===== src/rtl/oam_dma_if.sv =====
// Bus bundle for the OAM DMA engine: CPU-side bus in, downstream memory-mapped bus out.
// The slave modport is the engine's view; master is the environment driving the CPU side.
interface oam_dma_if;
    logic [15:0] cpu_address;
    logic [7:0]  cpu_indata;
    logic [7:0]  cpu_outdata;
    logic        cpu_load;
    logic        cpu_store;
    logic [15:0] address;
    logic [7:0]  outdata;
    logic [7:0]  indata;
    logic        load;
    logic        store;
    logic        dma_active;

    modport slave (
        input  cpu_address,
        input  cpu_indata,
        input  cpu_load,
        input  cpu_store,
        input  indata,
        output cpu_outdata,
        output address,
        output outdata,
        output load,
        output store,
        output dma_active
    );

    modport master (
        output cpu_address,
        output cpu_indata,
        output cpu_load,
        output cpu_store,
        output indata,
        input  cpu_outdata,
        input  address,
        input  outdata,
        input  load,
        input  store,
        input  dma_active
    );
endinterface


===== src/rtl/oam_dma.sv =====
// OAM DMA engine behind register FF46: copies a 160-byte page into FE00-FE9F while
// owning the downstream bus, letting only HRAM traffic through in free phases.
module oam_dma #(
    parameter logic [15:0] DMA_ADDR    = 16'hff46,
    parameter logic [15:0] OAM_BASE    = 16'hfe00,
    parameter int unsigned OAM_BYTES   = 160,
    parameter int unsigned BYTE_CLOCKS = 4
) (
    input  logic     clockgb,
    input  logic     reset,
    oam_dma_if.slave bus
);

    localparam int unsigned        PHASE_W    = $clog2(BYTE_CLOCKS);
    localparam logic [7:0]         LAST_IDX   = 8'(OAM_BYTES - 1);
    localparam logic [PHASE_W-1:0] LAST_PHASE = PHASE_W'(BYTE_CLOCKS - 1);
    localparam logic [PHASE_W-1:0] PH_LOAD    = PHASE_W'(0);
    localparam logic [PHASE_W-1:0] PH_CAPT    = PHASE_W'(1);
    localparam logic [PHASE_W-1:0] PH_STORE   = PHASE_W'(2);
    localparam logic [15:0]        HRAM_LO    = 16'hff80;
    localparam logic [15:0]        HRAM_HI    = 16'hfffe;
    localparam logic [7:0]         ECHO_HI    = 8'he0;
    localparam logic [7:0]         ECHO_OFS   = 8'h20;

    typedef enum logic [1:0] {
        S_IDLE  = 2'd0,
        S_START = 2'd1,
        S_XFER  = 2'd2
    } state_e;

    // What cpu_outdata should present in the cycle after a CPU load.
    typedef enum logic [1:0] {
        RD_NONE = 2'd0,
        RD_FWD  = 2'd1,
        RD_REG  = 2'd2,
        RD_BLK  = 2'd3
    } rd_sel_e;

    state_e             state_q, state_d;
    logic [7:0]         src_hi_q, src_hi_d;
    logic [7:0]         idx_q, idx_d;
    logic [PHASE_W-1:0] phase_q, phase_d;
    logic [7:0]         latch_q, latch_d;
    rd_sel_e            rd_sel_q, rd_sel_d;
    logic [7:0]         rd_val_q, rd_val_d;

    logic        cpu_is_reg;
    logic        reg_wr;
    logic        reg_rd;
    logic        active;
    logic        dma_ld_phase;
    logic        dma_st_phase;
    logic        cpu_hram;
    logic        cpu_fwd;
    logic [7:0]  src_eff;
    logic [15:0] src_addr;
    logic [15:0] oam_addr;

    // Shared decode of the CPU request and the current transfer slot.
    always_comb begin
        cpu_is_reg   = (bus.cpu_address == DMA_ADDR);
        reg_wr       = bus.cpu_store && cpu_is_reg;
        reg_rd       = bus.cpu_load && !bus.cpu_store && cpu_is_reg;
        active       = (state_q != S_IDLE);
        dma_ld_phase = (state_q == S_XFER) && (phase_q == PH_LOAD);
        dma_st_phase = (state_q == S_XFER) && (phase_q == PH_STORE);
        cpu_hram     = (bus.cpu_address >= HRAM_LO) && (bus.cpu_address <= HRAM_HI);
        cpu_fwd      = !cpu_is_reg &&
                       (!active || (cpu_hram && !dma_ld_phase && !dma_st_phase));
        src_eff      = (src_hi_q >= ECHO_HI) ? (src_hi_q - ECHO_OFS) : src_hi_q;
        src_addr     = {src_eff, 8'h00} + {8'h00, idx_q};
        oam_addr     = OAM_BASE + {8'h00, idx_q};
    end

    // State and datapath registers.
    always_ff @(posedge clockgb) begin
        if (reset) begin
            state_q  <= S_IDLE;
            src_hi_q <= 8'h00;
            idx_q    <= 8'h00;
            phase_q  <= PHASE_W'(0);
            latch_q  <= 8'h00;
            rd_sel_q <= RD_NONE;
            rd_val_q <= 8'h00;
        end else begin
            state_q  <= state_d;
            src_hi_q <= src_hi_d;
            idx_q    <= idx_d;
            phase_q  <= phase_d;
            latch_q  <= latch_d;
            rd_sel_q <= rd_sel_d;
            rd_val_q <= rd_val_d;
        end
    end

    // Next-state: an FF46 store always (re)starts from byte 0 with the new source.
    always_comb begin
        state_d  = state_q;
        src_hi_d = src_hi_q;
        idx_d    = idx_q;
        phase_d  = phase_q;
        latch_d  = latch_q;
        rd_sel_d = RD_NONE;
        rd_val_d = rd_val_q;

        if (reg_wr) begin
            src_hi_d = bus.cpu_indata;
        end

        case (state_q)
            S_IDLE: begin
                if (reg_wr) begin
                    state_d = S_START;
                end
            end
            S_START: begin
                idx_d   = 8'h00;
                phase_d = PHASE_W'(0);
                state_d = reg_wr ? S_START : S_XFER;
            end
            S_XFER: begin
                if (reg_wr) begin
                    state_d = S_START;
                end else begin
                    if (phase_q == PH_CAPT) begin
                        latch_d = bus.indata;
                    end
                    if (phase_q == LAST_PHASE) begin
                        phase_d = PHASE_W'(0);
                        if (idx_q == LAST_IDX) begin
                            state_d = S_IDLE;
                        end else begin
                            idx_d = idx_q + 8'd1;
                        end
                    end else begin
                        phase_d = phase_q + PHASE_W'(1);
                    end
                end
            end
            default: begin
                state_d = S_IDLE;
            end
        endcase

        if (reg_rd) begin
            rd_sel_d = RD_REG;
            rd_val_d = src_hi_q;
        end else if (bus.cpu_load && !cpu_is_reg) begin
            rd_sel_d = cpu_fwd ? RD_FWD : RD_BLK;
        end
    end

    // Downstream bus drive; the DMA slot wins, and a restarting store suppresses it.
    always_comb begin
        bus.address    = bus.cpu_address;
        bus.outdata    = bus.cpu_indata;
        bus.load       = 1'b0;
        bus.store      = 1'b0;
        bus.dma_active = active;

        if (dma_ld_phase && !reg_wr) begin
            bus.address = src_addr;
            bus.load    = 1'b1;
        end else if (dma_st_phase && !reg_wr) begin
            bus.address = oam_addr;
            bus.outdata = latch_q;
            bus.store   = 1'b1;
        end else if (cpu_fwd) begin
            bus.load  = bus.cpu_load;
            bus.store = bus.cpu_store;
        end

        case (rd_sel_q)
            RD_FWD:  bus.cpu_outdata = bus.indata;
            RD_REG:  bus.cpu_outdata = rd_val_q;
            RD_BLK:  bus.cpu_outdata = 8'hff;
            default: bus.cpu_outdata = 8'h00;
        endcase
    end

endmodule

===== src/flat_wrapper.sv =====
// flat-port wrapper written by rule: the top's interface ports become plain ports
module oam_dma_flat 
#(
    parameter logic [15:0] DMA_ADDR    = 16'hff46,
    parameter logic [15:0] OAM_BASE    = 16'hfe00,
    parameter int unsigned OAM_BYTES   = 160,
    parameter int unsigned BYTE_CLOCKS = 4
)
  (clockgb, reset, bus_cpu_address, bus_cpu_indata, bus_cpu_load, bus_cpu_store, bus_indata, bus_cpu_outdata, bus_address, bus_outdata, bus_load, bus_store, bus_dma_active);
  oam_dma_if bus_i ();
  input  logic clockgb;
  input  logic reset;
  input wire logic [$bits(bus_i.cpu_address)-1:0] bus_cpu_address;
  input wire logic [$bits(bus_i.cpu_indata)-1:0] bus_cpu_indata;
  input wire logic [$bits(bus_i.cpu_load)-1:0] bus_cpu_load;
  input wire logic [$bits(bus_i.cpu_store)-1:0] bus_cpu_store;
  input wire logic [$bits(bus_i.indata)-1:0] bus_indata;
  output wire logic [$bits(bus_i.cpu_outdata)-1:0] bus_cpu_outdata;
  output wire logic [$bits(bus_i.address)-1:0] bus_address;
  output wire logic [$bits(bus_i.outdata)-1:0] bus_outdata;
  output wire logic [$bits(bus_i.load)-1:0] bus_load;
  output wire logic [$bits(bus_i.store)-1:0] bus_store;
  output wire logic [$bits(bus_i.dma_active)-1:0] bus_dma_active;
  assign bus_i.cpu_address = bus_cpu_address;
  assign bus_i.cpu_indata = bus_cpu_indata;
  assign bus_i.cpu_load = bus_cpu_load;
  assign bus_i.cpu_store = bus_cpu_store;
  assign bus_i.indata = bus_indata;
  assign bus_cpu_outdata = bus_i.cpu_outdata;
  assign bus_address = bus_i.address;
  assign bus_outdata = bus_i.outdata;
  assign bus_load = bus_i.load;
  assign bus_store = bus_i.store;
  assign bus_dma_active = bus_i.dma_active;
  oam_dma #(.DMA_ADDR(DMA_ADDR), .OAM_BASE(OAM_BASE), .OAM_BYTES(OAM_BYTES), .BYTE_CLOCKS(BYTE_CLOCKS)) u_core (.clockgb(clockgb), .reset(reset), .bus(bus_i));
endmodule

===== config.mk =====
export PLATFORM = sky130hd
export DESIGN_NAME = oam_dma_flat
export DESIGN_NICKNAME = d
export VERILOG_FILES = /design/src/rtl/oam_dma_if.sv /design/src/rtl/oam_dma.sv /design/src/flat_wrapper.sv
export SDC_FILE = /design/constraint.sdc
export NUM_CORES = 1
export LEC_CHECK = 0
export ABC_AREA = 1
export CORE_UTILIZATION = 50
export CTS_CLUSTER_DIAMETER = 80
export DETAILED_ROUTE_END_ITERATION = 7
export HOLD_SLACK_MARGIN = 0.02
export PLACE_DENSITY = 0.85
export SYNTH_ARGS = -nofsm -noshare
export SYNTH_HDL_FRONTEND = slang
export SYNTH_SLANG_ARGS = --single-unit

===== constraint.sdc =====
create_clock -name clockgb -period 3 [get_ports clockgb]
set_input_delay 0.3 -clock clockgb [delete_from_list [all_inputs] [get_ports clockgb]]
set_output_delay 0.3 -clock clockgb [all_outputs]
set_load 0.01 [all_outputs]

==> run metrics <==
Root Buffer=clkbuf_8; largest family of logic cells by synthesized area=simple AND/OR/NAND/NOR gates; Sink Count=38; fraction of layout cells with a size suffix above 1=8.592%; final worst path period need=2.746 ns; post-CTS setup buffer count=0; Synth-to-Final Area Change=36.62%; crit path max fanout=16; Max Freq=364.2 MHz; Core Rows=24; Port Buffers=70; critical path's slowest cell=clkdlybuf4s50_1; Max Transition Viols Final=0; die height=69.41 um; Initial Util=52.18%; clk_lat worst skew=0.29 ns; largest net degree at the start of global routing=21; Top delay family on crit path=buffers and inverters; nets@finish=460; Post-Syn Instances=348; Detail Route Antenna Nets=0; Post-Synth Adder-Cell Area=3.304%; H-tree levels=2; multiplexer share of the synthesized area=0%; Die ar.=4818 um^2; crit-path max cell delay=0.52 ns; clk_skew=0.006077 ns; Buf/Inv on CP=4; Yosys warning count=0; Setup violations, final=0; IO Count=71; die width=69.41 um; max_cap viols=0; status=complete, no violations; Core Area=4354 um^2; final setup margin=0.2543 ns; Max transition margin=62.82%; DRT iter0 DRCs=106; crit-path cells=inv_1 > ha_1 > nor2_1 > nor2_1 > nand2_2 > inv_2 > or2_0 > o21ai_1 > inv_2 > clkdlybuf4s50_1; DRC=0; Fin. Hold Viols=0; syn avg cell area=6.529 um^2; HPWL Detailed=4614 um; period utilization=91.52%; setup TNS=0 ns; startpoint types=flop; GRT Total Usage=27.22%; GPL Wtd Cong=0.8693; Seq cells post-synth=38; CTS Buf Count=5; RSZ-0062 raised after global routing=false; clk slew on worst S/H paths=0.07 ns; Pwr Total=1.023 mW; drt total wl=6144 um; initial antenna violation count=0; register area=760.7 um^2; sequential area share after synthesis=33.48%; Post-synth ARST share=0%; Filler Cells Inserted=376; multi-input logic area=1289 um^2; Max VDD drop=0.2184 mV; Min Hold Slack=0.4679 ns; xor and xnor fraction of the mapped netlist area=0.7709%; crit path DAT=2.45 ns; post-DR vias/cell=5.223; vias in the first global route=2318; post-synthesis simple-gate area fraction=36.40%; grt ovf=0; Post-synth EDFFs=0; DRT Pass-1 Iters=4; pwr dens=329.7 nW/um^2; syn_nets=390; Hold Buf Count CTS=0; dpl ws=0.1299 ns; via count=2460; worst-case clock buffer depth=2; Worst EP required=2.70 ns; Hold Path Class=flop to flop; cell leakage power=1.246 nW; crit end category=output pin; Synth Area in Compound Gates=15.91%; Crit Path Class=flop to output pin; actual slew at the worst max-slew pin=0.5570 ns; Ant. Diodes=0; Top FF cell, synth=dfxtp_1; WL per Instance=13.04 um; Post-Syn Area=2272 um^2; synth unique cells=35; global-route wire length before repair=10640 um; CTS tree=done
-- worst min-delay path, stage by stage (launching register included) --
cell and delay [ns]:
dfxtp_1 0.32, inv_1 0.05, a211oi_1 0.06
-- cells by family after synthesis --
kind of cell / count (synthesis)
fa+ha+maj: 6
xor+xnor: 2
buf+inv: 57
flops: 38
compound gates: 66
simple gates: 179
-- layout make-up --
cell class | instances | share of cell area, %
Multi-Input combinational cell | 253 | 41.52
Sequential cell | 38 | 24.51
Timing Repair Buffer | 72 | 23.06
Inverter | 48 | 5.885
Clock buffer | 7 | 2.781
Tap cell | 52 | 2.096
Clock inverter | 1 | 0.1612
-- layout by cell type, fill, tap and decap left out, types with 3 or more instances in the layout --
cell type,n
a22o_1,3
nand2_2,3
clkdlybuf4s50_1,70
inv_2,6
nor3_1,4
nand2_1,79
o21ai_0,21
clkbuf_8,6
nor2_1,44
or2_2,5
ha_1,6
a21oi_1,26
nand3_1,26
or2_0,3
inv_1,40
o21ai_1,9
dfxtp_1,38
a211oi_1,3
nand2_4,3
-- final timing paths --
| kind | cells after the start | startpoint | slack (ns) | endpoint |
|---|---|---|---|---|
| max | 10 | u_core.phase_q[0]$_SDFFE_PP0P_ | 0.25 | bus_address[13] |
| min reg2reg | 2 | u_core.rd_val_q[7]$_SDFFE_PP0P_ | 0.47 | u_core.rd_val_q[7]$_SDFFE_PP0P_ |
| min | 2 | u_core.rd_val_q[7]$_SDFFE_PP0P_ | 0.47 | u_core.rd_val_q[7]$_SDFFE_PP0P_ |
| max reg2reg | 8 | u_core.idx_q[0]$_SDFFE_PP0P_ | 1.36 | u_core.idx_q[7]$_SDFFE_PP0P_ |
-- where the power goes --
part / switching [mW] / leakage [nW] / total (mW) / internal [mW]
combinational: 0.0646 / 0.891 / 0.158 / 0.0938
sequential: 0.000216 / 0.306 / 0.505 / 0.505
clock: 0.175 / 0.0482 / 0.360 / 0.185
total: 0.239 / 1.25 / 1.02 / 0.784
-- per-stage QoR --
stage,std cells,area (um^2),utilization (%)
2_1_floorplan,348,2272,-
3_3_place_gp,463,3005,69.02
3_5_place_dp,463,3005,69.02
4_1_cts,471,3097,71.12
5_1_grt,471,3104,71.29
6_report,471,3104,71.29
-- layer usage --
metal	GRT usage [%]	vias to the layer above	routed length, um
met2	43.15	97	2762
met5	0	-	0
li1	-	1253	-
met4	9.977	0	123
met3	4.070	11	434
met1	37.52	1099	2824
-- flip-flops by register name (all words and copies together) (netlist names) --
name and count:
u_core.idx_q 8, u_core.latch_q 8, u_core.rd_val_q 8, u_core.src_hi_q 8, u_core.phase_q 2, u_core.rd_sel_q 2, u_core.state_q 2
-- Yosys cell counts, types with 3 or more instances --
cell | instances | area share [%]
a211oi_1 | 3 | 0.99
a21oi_1 | 26 | 5.7
a22o_1 | 3 | 1.2
clkbuf_1 | 5 | 0.83
dfxtp_1 | 38 | 33
ha_1 | 6 | 3.3
inv_1 | 40 | 6.6
inv_2 | 6 | 0.99
nand2_1 | 79 | 13
nand2_2 | 3 | 0.83
nand2_4 | 3 | 1.5
nand3_1 | 26 | 5.7
nor2_1 | 44 | 7.3
nor3_1 | 4 | 0.88
o21ai_0 | 21 | 4.6
o21ai_1 | 9 | 2.0
or2_0 | 3 | 0.83
or2_2 | 5 | 1.4
-- timing repair --
| action | CTS | global route |
|---|---|---|
| endpoints found under the setup margin | 0 | 7 |
| resized for setup | 0 | 1 |
| hold endpoints to repair | 0 | 0 |
Power figures use the tool's default switching activity.
